**src/rtl/memory_adaptor.sv**
```systemverilog
// Byte-wide RAM/IO bus arbiter: serves 32-bit instruction fetches and byte/half/word
// data loads/stores one byte per cycle, little-endian, with a pending slot per requester.
module memory_adaptor #(
  parameter logic [31:0] IO_ADDR_BASE = 32'h0003_0000
) (
  input  logic        clk_in,
  input  logic        rst_in,
  input  logic        rdy_in,
  input  logic        flush_pipline,
  input  logic [7:0]  mem_din,
  output logic [7:0]  mem_dout,
  output logic [31:0] mem_a,
  output logic        mem_wr,
  input  logic        io_buffer_full,
  input  logic        request_ins_from_memory_adaptor,
  input  logic [31:0] insaddr_to_be_fetched_from_memory_adaptor,
  output logic [31:0] ins_fetched_from_memory_adaptor,
  output logic        insfetch_task_done,
  input  logic        data_request,
  input  logic        data_is_write,
  input  logic [1:0]  data_size,
  input  logic [31:0] data_addr,
  input  logic [31:0] data_wdata,
  output logic [31:0] data_rdata,
  output logic        data_task_done,
  output logic [1:0]  o_dbg_state
);

  typedef enum logic [1:0] {S_IDLE = 2'd0, S_READ = 2'd1, S_WRITE = 2'd2} state_t;

  state_t      r_state;
  logic [1:0]  r_cnt, r_last;
  logic        r_is_ins, r_io, r_wr_en;
  logic [31:0] r_buf, r_mem_a, r_ins_word, r_data_word;
  logic [23:0] r_wshift;
  logic [7:0]  r_mem_dout;
  logic        r_ins_done, r_data_done;
  logic        r_ins_pend, r_dat_pend, r_dat_we;
  logic [31:0] r_ins_addr, r_dat_addr, r_dat_wdata;
  logic [1:0]  r_dat_size;

  logic        w_ins_v, w_dat_v, w_dat_keep, w_dat_we, w_mem_wr;
  logic [31:0] w_ins_addr, w_dat_addr, w_dat_wdata, w_buf_next;
  logic [1:0]  w_dat_size;

  function automatic logic [1:0] last_cnt(input logic [1:0] size);
    case (size)
      2'b00:   return 2'd0;
      2'b01:   return 2'd1;
      default: return 2'd3;
    endcase
  endfunction

  // A request arriving in the same cycle is served without a trip through its slot;
  // a coincident flush drops reads but lets writes through.
  assign w_dat_keep  = data_request & (data_is_write | ~flush_pipline);
  assign w_dat_v     = data_request ? w_dat_keep : (r_dat_pend & (r_dat_we | ~flush_pipline));
  assign w_dat_we    = data_request ? data_is_write : r_dat_we;
  assign w_dat_size  = data_request ? data_size : r_dat_size;
  assign w_dat_addr  = data_request ? data_addr : r_dat_addr;
  assign w_dat_wdata = data_request ? data_wdata : r_dat_wdata;
  assign w_ins_v     = ~flush_pipline & (request_ins_from_memory_adaptor | r_ins_pend);
  assign w_ins_addr  = request_ins_from_memory_adaptor ?
                       insaddr_to_be_fetched_from_memory_adaptor : r_ins_addr;

  assign w_mem_wr = r_wr_en & rdy_in & ~(r_io & io_buffer_full);

  always_comb begin
    w_buf_next = r_buf;
    w_buf_next[{r_cnt, 3'b000} +: 8] = mem_din;
  end

  always_ff @(posedge clk_in or posedge rst_in) begin
    if (rst_in) begin
      r_state     <= S_IDLE;
      r_cnt       <= 2'd0;
      r_last      <= 2'd0;
      r_is_ins    <= 1'b0;
      r_io        <= 1'b0;
      r_wr_en     <= 1'b0;
      r_buf       <= 32'd0;
      r_mem_a     <= 32'd0;
      r_ins_word  <= 32'd0;
      r_data_word <= 32'd0;
      r_wshift    <= 24'd0;
      r_mem_dout  <= 8'd0;
      r_ins_done  <= 1'b0;
      r_data_done <= 1'b0;
      r_ins_pend  <= 1'b0;
      r_dat_pend  <= 1'b0;
      r_dat_we    <= 1'b0;
      r_ins_addr  <= 32'd0;
      r_dat_addr  <= 32'd0;
      r_dat_wdata <= 32'd0;
      r_dat_size  <= 2'd0;
    end else if (rdy_in) begin
      r_ins_done  <= 1'b0;
      r_data_done <= 1'b0;

      if (data_request) begin
        r_dat_pend  <= w_dat_keep;
        r_dat_we    <= data_is_write;
        r_dat_size  <= data_size;
        r_dat_addr  <= data_addr;
        r_dat_wdata <= data_wdata;
      end else if (flush_pipline && !r_dat_we) begin
        r_dat_pend <= 1'b0;
      end

      if (request_ins_from_memory_adaptor) begin
        r_ins_pend <= ~flush_pipline;
        r_ins_addr <= insaddr_to_be_fetched_from_memory_adaptor;
      end else if (flush_pipline) begin
        r_ins_pend <= 1'b0;
      end

      case (r_state)
        S_IDLE: begin
          if (w_dat_v) begin
            r_dat_pend <= 1'b0;
            r_mem_a    <= w_dat_addr;
            r_cnt      <= 2'd0;
            r_buf      <= 32'd0;
            r_last     <= last_cnt(w_dat_size);
            r_is_ins   <= 1'b0;
            if (w_dat_we) begin
              r_state    <= S_WRITE;
              r_wr_en    <= 1'b1;
              r_mem_dout <= w_dat_wdata[7:0];
              r_wshift   <= w_dat_wdata[31:8];
              r_io       <= (w_dat_addr >= IO_ADDR_BASE);
            end else begin
              r_state <= S_READ;
            end
          end else if (w_ins_v) begin
            r_ins_pend <= 1'b0;
            r_mem_a    <= w_ins_addr;
            r_cnt      <= 2'd0;
            r_buf      <= 32'd0;
            r_last     <= 2'd3;
            r_is_ins   <= 1'b1;
            r_state    <= S_READ;
          end
        end

        S_READ: begin
          if (flush_pipline) begin
            r_state <= S_IDLE;
          end else begin
            r_buf <= w_buf_next;
            if (r_cnt == r_last) begin
              r_state <= S_IDLE;
              if (r_is_ins) begin
                r_ins_word <= w_buf_next;
                r_ins_done <= 1'b1;
              end else begin
                r_data_word <= w_buf_next;
                r_data_done <= 1'b1;
              end
            end else begin
              r_cnt   <= r_cnt + 2'd1;
              r_mem_a <= r_mem_a + 32'd1;
            end
          end
        end

        S_WRITE: begin
          // The counter only advances on cycles where a byte actually left on the bus.
          if (w_mem_wr) begin
            if (r_cnt == r_last) begin
              r_wr_en     <= 1'b0;
              r_data_done <= 1'b1;
              r_state     <= S_IDLE;
            end else begin
              r_cnt      <= r_cnt + 2'd1;
              r_mem_a    <= r_mem_a + 32'd1;
              r_mem_dout <= r_wshift[7:0];
              r_wshift   <= {8'd0, r_wshift[23:8]};
            end
          end
        end

        default: r_state <= S_IDLE;
      endcase
    end
  end

  assign mem_a                           = r_mem_a;
  assign mem_dout                        = r_mem_dout;
  assign mem_wr                          = w_mem_wr;
  assign ins_fetched_from_memory_adaptor = r_ins_word;
  assign insfetch_task_done              = r_ins_done;
  assign data_rdata                      = r_data_word;
  assign data_task_done                  = r_data_done;
  assign o_dbg_state                     = r_state;

endmodule

```
**config.mk**
```make
export PLATFORM = sky130hd
export DESIGN_NAME = memory_adaptor
export DESIGN_NICKNAME = d
export VERILOG_FILES = /design/src/rtl/memory_adaptor.sv
export SDC_FILE = /design/constraint.sdc
export NUM_CORES = 1
export LEC_CHECK = 0
export CAP_MARGIN = 40
export CELL_PAD_IN_SITES_DETAIL_PLACEMENT = 0
export CELL_PAD_IN_SITES_GLOBAL_PLACEMENT = 1
export CORE_UTILIZATION = 45
export DETAILED_ROUTE_END_ITERATION = 12
export PLACE_DENSITY = 0.83
export SYNTH_ARGS = -nofsm -noshare
export SYNTH_HDL_FRONTEND = slang
export SYNTH_SLANG_ARGS = --single-unit
```
**constraint.sdc**
```tcl
create_clock -name clk_in -period 14.74 [get_ports clk_in]
set_input_delay 2.948 -clock clk_in [delete_from_list [all_inputs] [get_ports clk_in]]
set_output_delay 2.948 -clock clk_in [all_outputs]
set_load 0.02 [all_outputs]
```
==> flow_summary.yaml, run 1 <==
status:
  outcome: "complete, no violations"
setup_path:
  cp_max_fo: 64
  criticalPathCategory: "in2out"
  cp_data_required_time_ns: 11.79
  r2r-start: "o_dbg_state[1]$_DFFE_PP0P_"
  r2r_slack_ns: 11.93
  start_kind: "input port"
  end_kind: "output port"
  arrival_ns: 4.49
  rr_worst_depth: 9
  reg2reg_to: "data_rdata[26]$_DFFE_PP0P_"
min_path:
  hp-class: "reg2reg"
  holdCritStartpoint: "data_rdata[12]$_DFFE_PP0P_"
  min_to: "data_rdata[12]$_DFFE_PP0P_"
  min_path_cells: 2
sta:
  finClkSkew_ns: 0.00763
  fin_setup_tns_ns: 0
  fin_crit_ns: 7.44
  period_share_pct: 50.5
  setup_ws_ns: 7.30
  rsz0062_at_grt: "false"
  worst_pin_slew_ns: 0.925
  fmax_ghz: 0.134
  relSlewSlack_pct: 38.3
  hold_viol_final: 0
  final_max_slew_viol_count: 0
  setup_viol: 0
cts:
  clk_pin_slew_ns: 0.06
  clk_latency_ns: 0.55
  tritoncts: "done"
  cts_buffers: 30
  root_buffer: "clkbuf_16"
  cts.repair_timing.setup_buffer_count: 0
  numClockSinks: 272
  clock_path_buffers: 3
  cts_resized: 0
  hold_buffers: 0
  h-tree-depth: 1
yosys:
  synth.distinct_cells: 60
  ys_seq_elements: 272
  synth_common_cells: "dfrtp_1, a21oi_1, nand2_1"
  yosys.cell_count.top_type: "dfrtp_1"
  async_flop_share_pct: 100
  ys.flop_type: "dfrtp_1"
  postSynthAreaPerCell_um2: 9.97
  synth_top_cell_area_share_pct: 51.3
  synth_nets: 1455
  yosysSeqAreaShare_pct: 51.3
  syn-cell-area_mm2: 0.0133
  synth.largest_area_cell: "dfrtp_1"
  ys.warnings.count: 0
  synth-edff-count: 0
  synthTopCellsByArea: "dfrtp_1, mux2_2, a21oi_1"
  syn_inst: 1331
job:
  maxCapViolations: 0
placed_design:
  hpwl_um: 24300
  dp_cells: 1858
  port_buffers: 222
  place.gp.congestion: 0.819
  post-place-ws_ns: 7.32
die:
  die_x_um: 174
  core.rowCount: 62
  ioPinCount: 223
  dieArea_mm2: 0.0302
  core_mm2: 0.0289
  die_h_um: 174
  start_util_pct: 46.0
power_and_ir_drop:
  p_seq_share_pct: 36.0
  power.leakage_nw: 7.19
  p_switching_w: 0.00103
  powerDensity_mw_per_mm2: 169
  combPwrFrac_pct: 34.8
  p_sw_share_pct: 35.8
  finalPower_w: 0.00287
  clockPowerShare_pct: 29.2
  ir_drop_mv: 0.132
  power.internal_w: 0.00184
final_layout:
  utilization_pct: 58.8
  syn2layout_area_growth_pct: 28.0
  drive_above_1_share_pct: 12.2
  fillers: 2524
  layout.nets: 1631
  final_cells: 1917
detailed_routing:
  vias_per_cell: 5.50
  antenna_left: 0
  post_drt_wl_per_cell_um: 18.1
  drtIter0Drc: 841
  drc: 0
  vias: 10600
  dr.pass1.iters: 5
  wirelength_um: 34800
global_routing:
  globalRoute.totalOverflow: 0
  use_met3_pct: 3.29
  grt_max_degree: 102
  gr-usage-all-layers_pct: 23.1
  grt-busiest-layer: "met1"
  met1_usage_pct: 35.0
  grt_pass1_vias: 10100
  grt_pass1_wl_um: 55800
  antenna_found_initial: 4
  grt_use_met2_pct: 34.2
[routing by layer]
| layer | vias to the layer above | part of all wire [%] |
|---|---|---|
| li1 | 5116 | - |
| met1 | 5112 | 49 |
| met2 | 268 | 44 |
| met3 | 54 | 4.5 |
| met4 | 2 | 2.6 |
| met5 | - | 0.029 |
[per-stage QoR]
stage	area (um2)	hold slack, ns
2_1_floorplan	13300	0.450
3_3_place_gp	15600	0.462
3_5_place_dp	15800	0.470
4_1_cts	17000	0.483
5_1_grt	17000	0.494
6_report	17000	0.477
[sequential cells by signal (all words and copies together), names as in the netlist, 8 cells and up]
| register | count |
|---|---|
| r_ins_addr | 32 |
| r_dat_addr | 32 |
| r_wshift | 24 |
| ins_fetched_from_memory_adaptor | 32 |
| mem_dout | 8 |
| r_buf | 32 |
| mem_a | 32 |
| data_rdata | 32 |
| r_dat_wdata | 32 |
[cell type report]
type,count,area (um2),share of cell area (%)
Antenna cell,3,7.51,0.0442
Clock buffer,38,852,5.02
Clock inverter,17,269,1.58
Inverter,14,60.1,0.354
Multi-Input combinational cell,943,5980,35.3
Sequential cell,272,6810,40.1
Tap cell,384,480,2.83
Timing Repair Buffer,246,2510,14.8
[power by group through the flow]
stage | Sequential [W] | Combinational [W] | Clock (W)
global route | 0.00105 | 0.00110 | 0.000882
CTS | 0.00103 | 0.000997 | 0.000854
floorplan | 0.00109 | 0.000596 | 0
global placement | 0.00104 | 0.000961 | 0
finish | 0.00103 | 0.000998 | 0.000838
detailed placement | 0.00104 | 0.000992 | 0
[worst max-delay path: stages]
cell and delay [ns]:
buf_2 0.09, buf_4 0.50, and2_1 0.27, clkdlybuf4s50_1 0.62
[worst max path at each step]
stage	from	end	cells past startpoint
4_1_cts	rdy_in	mem_wr	4
2_1_floorplan	rst_in	data_rdata[0]$_DFFE_PP0P_	1
6_report	rdy_in	mem_wr	4
3_3_place_gp	rdy_in	mem_wr	4
3_5_place_dp	rdy_in	mem_wr	4
5_1_grt	rdy_in	mem_wr	4
[cell families after synthesis]
family / count (synthesis) / synth area share [%]
DFF: 272 / 51.3
xor gates and xnor gates: 2 / 0.132
muxes: 154 / 12.4
AOI/OAI and AO/OA: 406 / 18.0
adders and majority gates: 10 / 0.943
and+or+nand+nor: 371 / 13.5
buffers and inverters: 116 / 3.74
[cells in the final DEF (no fill, tap or decap), types with 7 or more instances in the layout]
cell,netlist,routed
mux2_2,80,80
clkbuf_16,0,31
nor2b_1,58,58
a22o_1,26,26
dfrtp_1,272,272
clkinv_2,0,7
o22ai_1,8,8
ha_1,10,8
o21ai_0,130,130
a31o_2,12,12
nand2_1,152,151
mux2i_1,74,74
bufinv_16,0,7
nand3_1,25,24
buf_4,2,17
clkdlybuf4s50_1,0,219
nand4_1,10,10
nor2_1,78,78
a21oi_1,163,163
nor3_1,7,7
inv_1,14,13
a211oi_1,30,30
(Power assumes the default switching activity.)
==> run 2: changes to the inputs <==
--- a/config.mk
+++ b/config.mk
@@ -8,9 +8,9 @@
 export CAP_MARGIN = 40
 export CELL_PAD_IN_SITES_DETAIL_PLACEMENT = 0
 export CELL_PAD_IN_SITES_GLOBAL_PLACEMENT = 1
-export CORE_UTILIZATION = 45
+export CORE_UTILIZATION = 37
 export DETAILED_ROUTE_END_ITERATION = 12
-export PLACE_DENSITY = 0.83
+export PLACE_DENSITY = 0.73
 export SYNTH_ARGS = -nofsm -noshare
 export SYNTH_HDL_FRONTEND = slang
 export SYNTH_SLANG_ARGS = --single-unit
==> constraint.sdc (replaced) <==
create_clock -name clk_in -period 6.3 [get_ports clk_in]
set_input_delay 1.26 -clock clk_in [delete_from_list [all_inputs] [get_ports clk_in]]
set_output_delay 1.26 -clock clk_in [all_outputs]
set_load 0.02 [all_outputs]
==> run 2 against run 1 <==
Effect of this change:
- sequential power up 140%
- power is 130% higher
- wire length up 5.6%
- sequential share of layout area is 0.16 points higher
- utilization decreased by 10 points
- first-iteration DRC count down 20%
- global-route usage decreased by 3.0 points
- critical path type unchanged
- largest cell class unchanged
- largest power group unchanged
==> flow_summary.yaml, run 2 (synthesized netlist as in run 1, its figures left out) <==
global_routing:
  antenna_found_initial: 5
  gr-usage-all-layers_pct: 20.1
  grt_max_degree: 142
  globalRoute.totalOverflow: 0
  grt_pass1_wl_um: 57700
  grt_pass1_vias: 9915
sta:
  fin_setup_tns_ns: 0
  period_share_pct: 62.9
  finClkSkew_ns: 0.0137
  worst_pin_slew_ns: 0.906
  relSlewSlack_pct: 39.6
  hold_viol_final: 0
  rsz0062_at_grt: "false"
  setup_viol: 0
  fmax_ghz: 0.252
  fin_crit_ns: 3.96
  final_max_slew_viol_count: 0
die:
  die_h_um: 191
  core_mm2: 0.0349
  dieArea_mm2: 0.0366
  start_util_pct: 38.0
  ioPinCount: 223
  core.rowCount: 68
  die_x_um: 191
final_layout:
  layout.nets: 1629
  layout_commonest_cell: "dfrtp_1"
  post-route-cell-area_mm2: 0.0169
  syn2layout_area_growth_pct: 27.4
  final_cell_mix: "dfrtp_1, clkdlybuf4s50_1, a21oi_1"
  drive_above_1_share_pct: 11.8
detailed_routing:
  drc: 0
  antenna_left: 0
  vias_per_cell: 5.22
  wirelength_um: 36700
  drtIter0Drc: 674
  post_drt_wl_per_cell_um: 18.5
  vias: 10400
  dr.pass1.iters: 5
power_and_ir_drop:
  ir_drop_mv: 0.231
  power.leakage_nw: 7.10
  powerDensity_mw_per_mm2: 389
setup_path:
  r2r-start: "o_dbg_state[0]$_DFFE_PP0P_"
  start_kind: "input port"
  crit_family: "buffers and inverters"
  path_cells: "clkdlybuf4s50_1 > a21boi_0 > and2_1 > clkdlybuf4s50_1"
  reg2reg_to: "mem_a[22]$_DFFE_PP0P_"
  crit_slowest_cell: "clkdlybuf4s50_1"
  rr_worst_depth: 10
  critPathLaunch: "io_buffer_full"
  arrival_ns: 2.70
  cp_common_cell: "clkdlybuf4s50_1"
  slowest_delay_ns: 0.64
  cp_max_fo: 2
  cp_data_required_time_ns: 5.04
  end_kind: "output port"
  critPathBufInv: 2
  criticalPathCategory: "in2out"
  r2r_slack_ns: 3.57
cts:
  hold_buffers: 0
  root_buffer: "clkbuf_16"
  cts.repair_timing.setup_buffer_count: 0
  clk_latency_ns: 0.56
  clk_pin_slew_ns: 0.06
  numClockSinks: 272
  h-tree-depth: 1
  cts_buffers: 31
  clock_path_buffers: 3
  cts_resized: 0
  tritoncts: "done"
placed_design:
  dpl_cell_area_mm2: 0.0158
  port_buffers: 222
  hpwl_um: 25500
  place.gp.congestion: 0.827
job:
  maxCapViolations: 0
min_path:
  hp-class: "reg2reg"
  holdCritStartpoint: "data_rdata[2]$_DFFE_PP0P_"
  min_to: "data_rdata[2]$_DFFE_PP0P_"
  min_path_cells: 2
status:
  outcome: "complete, no violations"
==> run 2: worst reg2reg max path: stages (launching register included) <==
cell and delay [ns]:
dfrtp_1 0.43, inv_1 0.11, ha_2 0.16, buf_4 0.45, inv_1 0.12, o21ai_0 0.30
a31o_2 0.22, and3b_1 0.19, buf_4 0.28, a21oi_1 0.25, a21oi_1 0.06
==> run 2: worst max path at each step <==
stage	end	slack (ns)	cells after the start
after global routing	mem_wr	2.24	4
final	mem_wr	2.34	4
after CTS	mem_wr	2.30	4
after floorplan	data_rdata[0]$_DFFE_PP0P_	1.44	1
after detailed placement	mem_wr	2.30	4
after global placement	mem_wr	2.30	4
==> run 2: cell type report <==
| class | instances | area [um2] |
|---|---|---|
| multi-input combinational | 943 | 5980 |
| clock buffer | 49 | 953 |
| fill | 3257 | 18000 |
| sequential | 272 | 6810 |
| antenna | 5 | 12.5 |
| inverter | 14 | 56.3 |
| timing repair buffer | 243 | 2430 |
| clock inverter | 7 | 91.3 |
| tap | 455 | 569 |
==> run 2: where the power goes <==
| group | leakage, nW | internal, W | switching, W |
|---|---|---|---|
| logic | 3.19 | 0.000941 | 0.00137 |
| registers | 3.40 | 0.00211 | 0.000317 |
| clock network | 0.514 | 0.00111 | 0.000718 |
==> run 2: per-layer routing <==
layer | part of all wire (%) | global-route usage, % | vias to the layer above
li1 | - | - | 5109
met4 | 2.1 | 5.59 | 4
met2 | 44 | 29.6 | 233
met1 | 49 | 30.2 | 4976
met5 | 0.074 | 0 | -
met3 | 4.3 | 3.08 | 51
==> run 2: stage by stage <==
step	util [%]	instances	power, W	hold slack (ns)	setup WS (ns)
floorplan	-	1331	0.00393	0.450	1.44
global placement	45.2	1921	0.00471	0.462	2.30
detailed placement	45.4	1927	0.00479	0.469	2.30
CTS	48.4	1983	0.00664	0.482	2.30
global route	48.4	1986	0.00700	0.498	2.24
finish	48.5	1988	0.00657	0.476	2.34
